==> config.mk <==
export PLATFORM = sky130hd
export DESIGN_NAME = reg_read_unit
export DESIGN_NICKNAME = d
export VERILOG_FILES = /design/src/rtl/reg_read_unit.sv
export SDC_FILE = /design/constraint.sdc
export NUM_CORES = 1
export LEC_CHECK = 0
export BUFFER_PORTS_ARGS = -buffer_cell sky130_fd_sc_hd__buf_2
export CAP_MARGIN = 0
export CELL_PAD_IN_SITES_DETAIL_PLACEMENT = 1
export CELL_PAD_IN_SITES_GLOBAL_PLACEMENT = 2
export CORE_AREA = 2 2 248 250
export DETAILED_ROUTE_END_ITERATION = 16
export DIE_AREA = 0 0 250 252
export PLACE_DENSITY = 0.7
export SYNTH_ARGS = -nofsm -noshare
export SYNTH_HDL_FRONTEND = slang
export SYNTH_SLANG_ARGS = --single-unit
==> constraint.sdc <==
create_clock -name clk -period 4.7 [get_ports clk]
set_input_delay 0.235 -clock clk [delete_from_list [all_inputs] [get_ports clk]]
set_output_delay 0.235 -clock clk [all_outputs]
set_load 0.02 [all_outputs]
==> src/rtl/reg_read_unit.sv <==
// ---------------------------------------------------------------------------
// reg_read_unit
//
// Register-file read stage. Reads two source operands from the flattened
// r0..r14 register outputs (r15 is the PC plus a fixed offset), forwards a
// same-cycle writeback, and presents the result as registered rd1/rd2
// behind a valid/ack handshake with one request per cycle of throughput.
//
// Optional feature (macro REG_READ_SCOREBOARD_EN):
//   When defined, a 15-entry busy-bit scoreboard tracks destinations that
//   were reserved by issueEn and not yet written back. A request whose
//   source is busy stalls until the matching writeback arrives, in which
//   case the writeback value is forwarded. When undefined, issueEn and
//   issueReg are ignored and the unit never stalls.
//
// Parameters:
//   DATA_W      register data width
//   PC_OFFSET   value added to pcIn when r15 is read (sum wraps to DATA_W)
//
// Ports:
//   clk          clock, all state changes on the rising edge
//   rst          synchronous active-high reset
//   regFlat      r0..r14, r0 in the low DATA_W bits
//   pcIn         current PC
//   writeDataEn  writeback strobe
//   regToWrite   writeback register index
//   writeData    writeback value
//   rdReq        read request valid
//   ra1, ra2     source register indices
//   rdReady      request accepted this cycle when high together with rdReq
//   rd1, rd2     registered read data
//   outValid     rd1/rd2 hold unconsumed data
//   outAck       consumer takes rd1/rd2
//   issueEn      destination-reserve strobe (scoreboard build only)
//   issueReg     register index to reserve (scoreboard build only)
// ---------------------------------------------------------------------------
module reg_read_unit #(
  parameter int DATA_W    = 32,
  parameter int PC_OFFSET = 8
) (
  input  logic                   clk,
  input  logic                   rst,
  input  logic [15*DATA_W-1:0]   regFlat,
  input  logic [DATA_W-1:0]      pcIn,
  input  logic                   writeDataEn,
  input  logic [3:0]             regToWrite,
  input  logic [DATA_W-1:0]      writeData,
  input  logic                   rdReq,
  input  logic [3:0]             ra1,
  input  logic [3:0]             ra2,
  output logic                   rdReady,
  output logic [DATA_W-1:0]      rd1,
  output logic [DATA_W-1:0]      rd2,
  output logic                   outValid,
  input  logic                   outAck,
  input  logic                   issueEn,
  input  logic [3:0]             issueReg
);

  localparam logic [DATA_W-1:0] PC_OFF = DATA_W'(PC_OFFSET);

  logic [DATA_W-1:0] src_val_s [0:15];
  logic [DATA_W-1:0] rd1_s;
  logic [DATA_W-1:0] rd2_s;
  logic [DATA_W-1:0] rd1_r;
  logic [DATA_W-1:0] rd2_r;
  logic              out_valid_r;
  logic              stall_s;
  logic              ready_s;
  logic              accept_s;

  // Unpack the register bus; slot 15 is the PC view (wrapping add).
  always_comb begin
    for (int i = 0; i < 15; i++) begin
      src_val_s[i] = regFlat[i*DATA_W +: DATA_W];
    end
    src_val_s[15] = pcIn + PC_OFF;
  end

  // Operand select with writeback forwarding; r15 never forwards.
  always_comb begin
    rd1_s = src_val_s[ra1];
    rd2_s = src_val_s[ra2];
    if (writeDataEn && (regToWrite == ra1) && (ra1 != 4'd15)) begin
      rd1_s = writeData;
    end else begin
      rd1_s = src_val_s[ra1];
    end
    if (writeDataEn && (regToWrite == ra2) && (ra2 != 4'd15)) begin
      rd2_s = writeData;
    end else begin
      rd2_s = src_val_s[ra2];
    end
  end

`ifdef REG_READ_SCOREBOARD_EN
  logic [14:0] busy_r;
  logic [14:0] busy_nxt_s;

  // Busy-bit update: a reserve beats a writeback to the same register.
  always_comb begin
    busy_nxt_s = busy_r;
    for (int i = 0; i < 15; i++) begin
      if (issueEn && (issueReg == 4'(i))) begin
        busy_nxt_s[i] = 1'b1;
      end else if (writeDataEn && (regToWrite == 4'(i))) begin
        busy_nxt_s[i] = 1'b0;
      end else begin
        busy_nxt_s[i] = busy_r[i];
      end
    end
  end

  // Stall while a requested source is busy, unless its writeback lands now
  // (the forwarding path then supplies the value).
  always_comb begin
    stall_s = 1'b0;
    for (int i = 0; i < 15; i++) begin
      if (rdReq && busy_r[i] && ((ra1 == 4'(i)) || (ra2 == 4'(i))) &&
          !(writeDataEn && (regToWrite == 4'(i)))) begin
        stall_s = 1'b1;
      end else begin
        stall_s = stall_s;
      end
    end
  end

  // Busy-bit register.
  always_ff @(posedge clk) begin
    if (rst) begin
      busy_r <= 15'd0;
    end else begin
      busy_r <= busy_nxt_s;
    end
  end
`else
  // Reserve inputs have no function without the scoreboard.
  logic unused_issue_s;
  assign unused_issue_s = ^{issueEn, issueReg};
  assign stall_s        = 1'b0;
`endif

  // Handshake: free or being drained this cycle, not stalled, not in reset.
  always_comb begin
    ready_s  = !rst && (!out_valid_r || outAck) && !stall_s;
    accept_s = rdReq && ready_s;
  end

  // Output register: load on acceptance, drop valid on a bare ack.
  always_ff @(posedge clk) begin
    if (rst) begin
      out_valid_r <= 1'b0;
      rd1_r       <= {DATA_W{1'b0}};
      rd2_r       <= {DATA_W{1'b0}};
    end else if (accept_s) begin
      out_valid_r <= 1'b1;
      rd1_r       <= rd1_s;
      rd2_r       <= rd2_s;
    end else if (out_valid_r && outAck) begin
      out_valid_r <= 1'b0;
    end else begin
      out_valid_r <= out_valid_r;
    end
  end

  assign rdReady  = ready_s;
  assign rd1      = rd1_r;
  assign rd2      = rd2_r;
  assign outValid = out_valid_r;

endmodule

==> flow_metrics.py <==
metrics = {
    "run_status": {
        "status": "finished clean",
    },
    "yosys": {
        "synth_fa_ha_area_share_pct": 0.106,
        "synth_seq_cells": 65,
        "syn_nets": 1771,
        "synthMuxAreaShare_pct": 47.7,
        "ys.flop_type": "dfxtp_1",
        "synth.avg_cell_area_sq_um": 9.77,
        "yosys_warnings": 0,
        "synth_compound_area_share_pct": 18.9,
        "synthXorXnorAreaFrac_pct": 2.38,
        "synth-async-reset-ratio_pct": 0,
        "ys_types": 68,
        "netlist_area_sq_mm": 0.0118,
        "synth_top_family_by_area": "multiplexers",
        "syn_inst": 1204,
        "synth-seq-area-share_pct": 11.1,
        "yosys.area_share.simple_pct": 13.7,
        "synth-edff-count": 0,
    },
    "critical_path": {
        "cp.arrival_ns": 3.18,
        "worstSetupPathType": "in -> reg",
        "end_kind": "flop",
        "cp.required_ns": 4.92,
        "crit_fanout": 51,
        "start_kind": "primary input",
    },
    "sta": {
        "skew_ns": 0.00710,
        "tns_ns": 0,
        "post-route-period-util_pct": 63.1,
        "clock.fmax_mhz": 337,
        "finalSetupViolations": 0,
        "slew_violations": 0,
        "hold_viol": 0,
        "rsz0062_at_grt": "false",
        "tightest_slew_ns": 1.23,
        "fin_crit_ns": 2.96,
        "slew_headroom_pct": 17.3,
    },
    "clock_tree": {
        "cts_tree": "yes",
        "clk_pin_slew_ns": 0.06,
        "clock-sinks": 65,
        "cts_setup_buffers": 0,
        "clockRootBuffer": "clkbuf_16",
        "cts_resized": 0,
        "htreeDepth": 3,
        "ctsHoldBuffers": 0,
        "cts_buffers": 9,
        "clock_latency_ns": 0.37,
        "clock_path_buffers": 2,
    },
    "power": {
        "swShare_pct": 42.4,
        "p_switching_mw": 1.23,
        "p_clk_share_pct": 23.2,
        "p_seq_share_pct": 21.8,
        "p_leak_nw": 6.45,
        "irDropWorstVdd_v": 0.000175,
        "pwr-share-comb_pct": 55.0,
        "power_density_mw_per_mm2": 181,
        "intPower_mw": 1.66,
    },
    "global_route": {
        "grt_pass1_wl_mm": 112,
        "top_usage_layer": "met2",
        "grt_use_met1_pct": 31.8,
        "grt_util_all_layers_pct": 25.0,
        "grt_pass1_vias": 15100,
        "globalRouteMet3Util_pct": 6.17,
        "grtUsageMet2_pct": 41.9,
        "grt_antenna_before_repair": 34,
        "gr-total-overflow": 0,
        "grt_max_degree": 68,
    },
    "finish": {
        "final_cell_mix": "buf_2 (621), mux4_2 (205), nor2_1 (86), nand2_1 (70), a21oi_1 (66)",
        "finalNonFillerCells": 2552,
        "fill_cells": 7186,
        "drive_gt1_share_pct": 54.3,
        "final_common_cell": "buf_2",
        "nets": 2315,
        "final_util_pct": 26.5,
        "syn_to_final_growth_pct": 35.5,
    },
    "placement": {
        "post-place-cells": 2519,
        "hpwlAfterDp_mm": 65.6,
        "place_congestion": 0.883,
        "io_buffers": 626,
    },
    "floorplan": {
        "ios": 632,
        "rows": 90,
        "start_util_pct": 19.6,
        "die-area_sq_mm": 0.0630,
        "die-height_um": 252,
        "core-area_sq_mm": 0.0601,
        "die_w_um": 250,
    },
    "route": {
        "routed_via_density": 5.55,
        "wl_per_cell_um": 32.0,
        "finalWirelength_mm": 81.6,
        "vias": 14200,
        "dr.pass1.iters": 5,
        "ant_nets": 0,
        "drc": 0,
        "initialDrtViolationCount": 978,
    },
    "hold_path": {
        "worstHoldPathType": "in -> reg",
    },
    "job": {
        "max_cap_violations": 0,
    },
}
-- power groups by stage --
| stage | combinational (mW) | clock, mW | sequential [mW] |
|---|---|---|---|
| floorplan | 0.787 | 0 | 0.695 |
| global placement | 1.55 | 0 | 0.639 |
| detailed placement | 1.59 | 0 | 0.641 |
| CTS | 1.59 | 0.689 | 0.629 |
| global route | 1.69 | 0.705 | 0.634 |
| finish | 1.59 | 0.672 | 0.630 |
-- worst paths after layout --
kind | cells after the start | to | start | slack, ns
worst max-delay path | 7 | rd2[7] | ra2[0] | 1.74
worst min-delay path | 3 | rd2[3] | writeData[3] | 0.12
worst max register to register | 7 | rd1[20] | outValid | 1.99
worst min register to register | 2 | rd1[6] | rd1[6] | 0.50
-- layout make-up --
class / instances / area [sq um] / area share, %
timing repair buffer: 667 / 3500 / 22.0
multi-input combinational: 983 / 9760 / 61.3
inverter: 22 / 83.8 / 0.526
tap: 782 / 978 / 6.14
sequential: 65 / 1300 / 8.17
clock buffer: 11 / 243 / 1.52
clock inverter: 4 / 20.0 / 0.126
antenna: 18 / 45.0 / 0.283
-- state kept, by name, summed over array words and instances, names as in the netlist --
signal and cells:
rd2 32, rd1 32, outValid 1
-- critical path, cell delays in order --
cell and delay (ns):
buf_8 0.42, buf_4 0.49, mux4_2 0.55, and2_1 0.17
a2111oi_0 0.94, a2bb2oi_1 0.25, a311oi_1 0.06
-- synthesized netlist by cell type, types with 13 or more instances --
library cell	n	area [sq um]
dfxtp_1	65	1300
nor3_1	53	265
nand2_1	71	267
inv_1	19	71.3
a31oi_1	16	100
nor4_1	15	93.8
clkbuf_1	62	233
buf_1	15	56.3
nand3_1	24	120
a21oi_1	66	330
o221ai_1	37	324
mux2_2	44	495
a211oi_1	33	248
nor2_1	88	330
mux2i_1	50	500
buf_2	37	185
a221oi_1	16	140
o22ai_1	13	81.3
xnor2_1	23	201
o21ai_0	62	310
buf_4	18	135
mux4_2	205	4620
-- stage by stage --
stage               total power [mW]  setup WS (ns)  hold WS, ns  instance area [sq um]
floorplan                       1.48           2.73        0.356                  11800
global placement                2.19           1.39        0.481                  15600
detailed placement              2.23           1.39        0.489                  15600
CTS                             2.91           1.79       0.0941                  15900
global route                    3.03           1.55        0.139                  15900
finish                          2.89           1.74        0.117                  15900
-- layer usage --
| metal | part of all wire (%) | vias up |
|---|---|---|
| li1 | - | 6074 |
| met1 | 42 | 7278 |
| met2 | 48 | 677 |
| met3 | 7.3 | 113 |
| met4 | 2.6 | 24 |
| met5 | 0.18 | - |
-- cell families (layout without fill, tap and decap cells) --
group	Yosys count	count (layout)
buffers and inverters	156	704
adder cells (fa/ha/maj)	1	1
other	0	18
flip-flops	65	65
XOR/XNOR	32	32
multiplexers	299	299
AND/OR/NAND/NOR	327	327
AO/OA/AOI/OAI	324	324
(Power assumes the default switching activity.)
